<file path="src/rtl/dbus_pkg.sv">
// Shared address map and decode for the CPU data-bus responder.
package dbus_pkg;

  localparam logic [31:0] PERIPH_BASE = 32'hFFFF_F000;
  localparam logic [31:0] ADDR_DISP   = 32'hFFFF_F000;
  localparam logic [31:0] ADDR_TIMER  = 32'hFFFF_F020;
  localparam logic [31:0] ADDR_LED    = 32'hFFFF_F060;
  localparam logic [31:0] ADDR_SW     = 32'hFFFF_F070;

  typedef enum logic [2:0] {
    SEL_DRAM,
    SEL_DISP,
    SEL_TMR,
    SEL_LED,
    SEL_SW,
    SEL_NONE
  } sel_t;

  // Anything outside the 4 KiB peripheral page is DRAM; unmapped words in the page decode to NONE.
  function automatic sel_t decode_addr(input logic [31:0] addr);
    sel_t s;
    if (addr[31:12] != PERIPH_BASE[31:12]) begin
      s = SEL_DRAM;
    end else begin
      case (addr)
        ADDR_DISP:  s = SEL_DISP;
        ADDR_TIMER: s = SEL_TMR;
        ADDR_LED:   s = SEL_LED;
        ADDR_SW:    s = SEL_SW;
        default:    s = SEL_NONE;
      endcase
    end
    return s;
  endfunction

endpackage

</file>
<file path="src/rtl/seg7_decode.sv">
// Hex nibble to active-low 7-segment pattern {dp,g,f,e,d,c,b,a}; dp always off.
module seg7_decode (
  input  logic [3:0] hex_i,
  output logic [7:0] seg_o
);

  always_comb begin
    case (hex_i)
      4'h0:    seg_o = 8'hC0;
      4'h1:    seg_o = 8'hF9;
      4'h2:    seg_o = 8'hA4;
      4'h3:    seg_o = 8'hB0;
      4'h4:    seg_o = 8'h99;
      4'h5:    seg_o = 8'h92;
      4'h6:    seg_o = 8'h82;
      4'h7:    seg_o = 8'hF8;
      4'h8:    seg_o = 8'h80;
      4'h9:    seg_o = 8'h90;
      4'hA:    seg_o = 8'h88;
      4'hB:    seg_o = 8'h83;
      4'hC:    seg_o = 8'hC6;
      4'hD:    seg_o = 8'hA1;
      4'hE:    seg_o = 8'h86;
      default: seg_o = 8'h8E;
    endcase
  end

endmodule

</file>
<file path="src/rtl/dbus_bridge.sv">
// CPU data-port responder: decodes loads/stores into DRAM or the LED, switch,
// timer and 7-segment display registers. Read data is combinational.
module dbus_bridge
  import dbus_pkg::*;
#(
  parameter int DRAM_AW   = 14,
  parameter int SCAN_DIV  = 50000,
  parameter int TMR_PRESC = 100
) (
  input  logic               clk,
  input  logic               rst_n,
  input  logic [31:0]        cpu_addr,
  input  logic               cpu_we,
  input  logic [31:0]        cpu_wdata,
  output logic [31:0]        cpu_rdata,
  output logic [DRAM_AW-1:0] dram_addr,
  output logic               dram_we,
  output logic [31:0]        dram_wdata,
  input  logic [31:0]        dram_rdata,
  input  logic [23:0]        sw_in,
  output logic [23:0]        led_out,
  output logic [7:0]         dn_en,
  output logic [7:0]         dn_seg
);

  localparam int PW = (TMR_PRESC > 1) ? $clog2(TMR_PRESC) : 1;
  localparam int CW = $clog2(SCAN_DIV);
  localparam logic [PW-1:0] PRESC_LAST = PW'(TMR_PRESC - 1);
  localparam logic [CW-1:0] SCAN_LAST  = CW'(SCAN_DIV - 1);

  sel_t sel;
  logic wr_disp, wr_tmr, wr_led;

  logic [23:0]   sw_meta_q, sw_sync_q;
  logic [23:0]   led_q, led_d;
  logic [31:0]   timer_q, timer_d;
  logic [PW-1:0] presc_q, presc_d;
  logic [31:0]   disp_q, disp_d;
  logic [CW-1:0] scan_q, scan_d;
  logic [2:0]    idx_q, idx_d;
  logic [7:0]    dn_en_q, dn_seg_q;
  logic [3:0]    nib_nxt;
  logic [7:0]    seg_nxt;

  assign sel     = decode_addr(cpu_addr);
  assign wr_disp = cpu_we && (sel == SEL_DISP);
  assign wr_tmr  = cpu_we && (sel == SEL_TMR);
  assign wr_led  = cpu_we && (sel == SEL_LED);

  assign dram_addr  = cpu_addr[DRAM_AW+1:2];
  assign dram_we    = cpu_we && (sel == SEL_DRAM);
  assign dram_wdata = cpu_wdata;

  always_comb begin
    case (sel)
      SEL_DRAM: cpu_rdata = dram_rdata;
      SEL_DISP: cpu_rdata = disp_q;
      SEL_TMR:  cpu_rdata = timer_q;
      SEL_LED:  cpu_rdata = {8'h00, led_q};
      SEL_SW:   cpu_rdata = {8'h00, sw_sync_q};
      default:  cpu_rdata = 32'h0;
    endcase
  end

  // A timer store also restarts the prescaler, so a tick on the same edge is dropped.
  always_comb begin
    presc_d = presc_q;
    timer_d = timer_q;
    if (wr_tmr) begin
      timer_d = cpu_wdata;
      presc_d = '0;
    end else if (presc_q == PRESC_LAST) begin
      timer_d = timer_q + 32'd1;
      presc_d = '0;
    end else begin
      presc_d = presc_q + 1'b1;
    end
  end

  always_comb begin
    led_d  = wr_led ? cpu_wdata[23:0] : led_q;
    disp_d = wr_disp ? cpu_wdata : disp_q;
    scan_d = scan_q + 1'b1;
    idx_d  = idx_q;
    if (scan_q == SCAN_LAST) begin
      scan_d = '0;
      idx_d  = idx_q + 3'd1;
    end
  end

  // Decode from next-state values so the registered digit outputs track a store immediately.
  assign nib_nxt = disp_d[{idx_d, 2'b00} +: 4];

  seg7_decode u_seg7 (
    .hex_i (nib_nxt),
    .seg_o (seg_nxt)
  );

  always_ff @(posedge clk or negedge rst_n) begin
    if (!rst_n) begin
      sw_meta_q <= '0;
      sw_sync_q <= '0;
      led_q     <= '0;
      timer_q   <= '0;
      presc_q   <= '0;
      disp_q    <= '0;
      scan_q    <= '0;
      idx_q     <= '0;
      dn_en_q   <= 8'hFE;
      dn_seg_q  <= 8'hC0;
    end else begin
      sw_meta_q <= sw_in;
      sw_sync_q <= sw_meta_q;
      led_q     <= led_d;
      timer_q   <= timer_d;
      presc_q   <= presc_d;
      disp_q    <= disp_d;
      scan_q    <= scan_d;
      idx_q     <= idx_d;
      dn_en_q   <= ~(8'b1 << idx_d);
      dn_seg_q  <= seg_nxt;
    end
  end

  assign led_out = led_q;
  assign dn_en   = dn_en_q;
  assign dn_seg  = dn_seg_q;

endmodule

</file>
<file path="config.mk">
export PLATFORM = sky130hd
export DESIGN_NAME = dbus_bridge
export DESIGN_NICKNAME = d
export VERILOG_FILES = /design/src/rtl/dbus_pkg.sv /design/src/rtl/seg7_decode.sv /design/src/rtl/dbus_bridge.sv
export SDC_FILE = /design/constraint.sdc
export NUM_CORES = 1
export LEC_CHECK = 0
export CORE_MARGIN = 5
export CORE_UTILIZATION = 38
export CTS_BUF_LIST = sky130_fd_sc_hd__clkbuf_2 sky130_fd_sc_hd__clkbuf_4 sky130_fd_sc_hd__clkbuf_8
export DETAILED_ROUTE_END_ITERATION = 7
export HOLD_SLACK_MARGIN = 0.12
export MAX_ROUTING_LAYER = met4
export PLACE_DENSITY_LB_ADDON = 0.25
export SYNTH_ARGS = -nofsm -noshare
export SYNTH_HDL_FRONTEND = slang
export SYNTH_HIERARCHICAL = 1
export SYNTH_SLANG_ARGS = --single-unit
</file>
<file path="constraint.sdc">
create_clock -name clk -period 3.35 [get_ports clk]
set_clock_uncertainty 0.05 [all_clocks]
set_input_delay 0.8375 -clock clk [delete_from_list [all_inputs] [get_ports clk]]
set_output_delay 0.8375 -clock clk [all_outputs]
set_load 0.02 [all_outputs]
</file>
==> flow_summary.ini <==
[status]
outcome = finished with violations
violations = negative setup slack

[worst_setup_path]
cp-end-kind = output pin
crit_end = cpu_rdata[13]
required_ns = 2.46
cp_max_fo = 5
r2r_cells = 15
max_stage_delay_ns = 0.60
slowest_stage = or4_4
r2r_end = dn_seg[3]
critPathLaunch = cpu_addr[31]
cp.arrival_ns = 2.59
rrSetupSlack_ns = 0.06
r2r-start = scan_q[0]
crit_chain = buf_6, nand4_1, or4_4, nor3_4, buf_6, buf_16, a22o_1, a21oi_2, o21ai_1, buf_4
crit_type = in2out
worst_setup_path_start_kind = primary input
cp_common_cell = buf_6

[cells_and_area]
fin_cells = 1542
layout.nets = 1344
antenna_cells = 0
final_layout_size_suffix_gt1_share_pct = 25.35
syn_to_final_growth_pct = 46.31
utilization_pct = 56.19

[synthesis]
yosysMostFrequentCell = nand2_1
avgSynthCellArea_um2 = 9.688
yosysTopAreaCell = dfrtp_1
syn-instance-count = 925
synth_edf_count = 0
synthFlopType = dfrtp_1
yosys-top-cells-area = dfrtp_1, nand2_1, mux2i_1, buf_4, a21oi_1
synthTopCellsByCount = nand2_1, dfrtp_1, nor2_1
synth_top_cell_area_share_pct = 47.19
synth.distinct_cells = 48
async_flop_share_pct = 100.0
ys_seq_area_share_pct = 49.83
mappedNetlistNets = 1059
ys_ff_latch = 178
yosysWarnings = 6
syn_area_um2 = 8961

[clock_network]
htreeDepth = 4
clock_latency_ns = 0.47
clk_pin_slew_ns = 0.10
clockBufferDepth = 2
hold_buffers = 0
clock_sinks = 178
cts_tree = built
cts_inserted_buffers = 17
root_buffer = clkbuf_8

[placement]
dp_slack_ns = -1.059
port-buffer-count = 241
place_congestion = 0.8545
dpl.cell_count = 1491
dp_hpwl_um = 21860

[power_and_ir_drop]
power.switching_mw = 1.081
p_int_mw = 3.187
ir_drop_mv = 0.2434
p_sw_share_pct = 25.33
pwr-share-seq_pct = 51.2
total_power_mw = 4.269
power_density_nw_per_um2 = 325.6
leakage_nw = 5.901
clkPwrFrac_pct = 37.0
p_comb_share_pct = 11.9

[floorplanning]
rows = 56
die_w_um = 163.6
pin_count = 242
fp.dieArea_um2 = 26750
core_area_um2 = 23330
die_height_um = 163.6
initial_core_util_pct = 38.41

[timing]
period_share_pct = 104.0
final-hold-violation-count = 0
slew_headroom_pct = 59.12
worst_pin_slew_ns = 0.6131
finalWorstSetupSlack_ns = -0.1324
drv_slew = 0
final.min_clock_period_ns = 3.482
hold_slack_ns = 0.2967
fmax_mhz = 287.2
final-setup-viol-count = 31
grt_setup_unrepaired = yes

[global_route]
grt_usage_pct = 23.42
overflow = 0
first_global_vias = 8096
grt_max_degree = 74
grt_pass1_wl_um = 46380
antenna_found_initial = 0

[detailed_routing]
wirelength_um = 30360
via_per_inst = 5.107
postRouteAntennaNets = 0
dr.pass1.iters = 6
drc = 0
dr_total_vias = 7875
wl_per_cell_um = 19.69
drtIter0Drc = 514

[flow_run]
drv_cap = 0

[min_path]
hold_class = reg2reg
-- layout make-up --
type | instances | area [µm²]
Clock buffer | 17 | 234.0
Inverter | 9 | 36.28
Timing Repair Buffer | 359 | 3528
Fill cell | 2061 | 10220
Sequential cell | 178 | 4466
Tap cell | 319 | 399.1
Clock inverter | 15 | 181.4
Multi-Input combinational cell | 645 | 4267
-- cells by family after synthesis --
| group | count (synthesis) | share of synthesized area (%) |
|---|---|---|
| and+or+nand+nor | 378 | 19.31 |
| DFF | 178 | 49.83 |
| AOI/OAI and AO/OA | 136 | 9.327 |
| buffers and inverters | 102 | 6.856 |
| muxes | 67 | 8.015 |
| xor gates and xnor gates | 52 | 5.082 |
| adders and majority gates | 11 | 1.536 |
| other | 1 | 0.04185 |
-- sequential cells by signal (all words and copies together), names as in the netlist --
name       count
disp_q        32
presc_q        7
dn_en          8
sw_sync_q     24
dn_seg         8
idx_q          3
timer_q       32
sw_meta_q     24
led_out       24
scan_q        16
-- critical path, delay by kind of cell --
kind / cells / cell delay (ns)
AO/OA/AOI/OAI: 3 / 0.29
buffers and inverters: 4 / 0.54
AND/OR/NAND/NOR: 3 / 0.91
-- through the flow --
stage                     TNS, ns  cell area (µm²)
after floorplan           -0.5220             9045
after global placement     -40.94            12120
after detailed placement   -41.63            12120
after CTS                  -3.712            12900
after global routing       -4.723            13110
final                      -2.191            13110
-- metal layers --
| metal | GRT usage (%) | vias up | part of all wire, % |
|---|---|---|---|
| met3 | 4.895 | 34 | 6.8 |
| li1 | - | 3693 | - |
| met2 | 36.47 | 285 | 46 |
| met1 | 31.25 | 3863 | 45 |
| met5 | - | - | 0 |
| met4 | 6.596 | 0 | 1.6 |
-- power groups by stage --
stage                     clock network [mW]  registers (mW)  logic, mW
after floorplan                            0            2.23      0.172
after global placement                     0            2.23      0.500
after detailed placement                   0            2.23      0.502
after CTS                               1.61            2.19      0.503
after global routing                    1.70            2.19      0.542
final                                   1.58            2.19      0.506
-- worst min path at each step --
stage | to | depth (start not counted) | slack, ns | startpoint
2_1_floorplan | sw_sync_q[0] | 0 | 0.28 | sw_meta_q[0]
3_3_place_gp | sw_sync_q[2] | 0 | 0.28 | sw_meta_q[2]
3_5_place_dp | sw_sync_q[0] | 0 | 0.28 | sw_meta_q[0]
4_1_cts | sw_sync_q[0] | 0 | 0.31 | sw_meta_q[0]
5_1_grt | sw_sync_q[23] | 0 | 0.31 | sw_meta_q[23]
6_report | sw_sync_q[15] | 0 | 0.30 | sw_meta_q[15]
-- layout by cell type, fill, tap and decap left out, types with 8 or more instances in the layout --
| cell type | n |
|---|---|
| nand2_1 | 184 |
| clkdlybuf4s50_1 | 176 |
| dfrtp_1 | 169 |
| buf_4 | 112 |
| nor2_1 | 67 |
| a21oi_1 | 44 |
| mux2i_1 | 39 |
| nand3_1 | 35 |
| buf_6 | 34 |
| xor2_1 | 28 |
| o21ai_1 | 28 |
| a22o_1 | 26 |
| xnor2_1 | 23 |
| clkbuf_8 | 18 |
| nand4_1 | 16 |
| and3_1 | 14 |
| a21oi_2 | 14 |
| mux2_2 | 13 |
| mux2_1 | 12 |
| buf_12 | 11 |
| and2_1 | 10 |
| ha_1 | 9 |
| dfstp_2 | 9 |
| buf_2 | 9 |
| nand2_2 | 8 |
| a22oi_2 | 8 |
-- what timing repair did --
item	CTS	global route
cloned	6	0
setup buffers	12	3
pin swaps	37	33
endpoints found under the setup margin	40	40
resized for setup	377	56
Power figures use the tool's default switching activity.
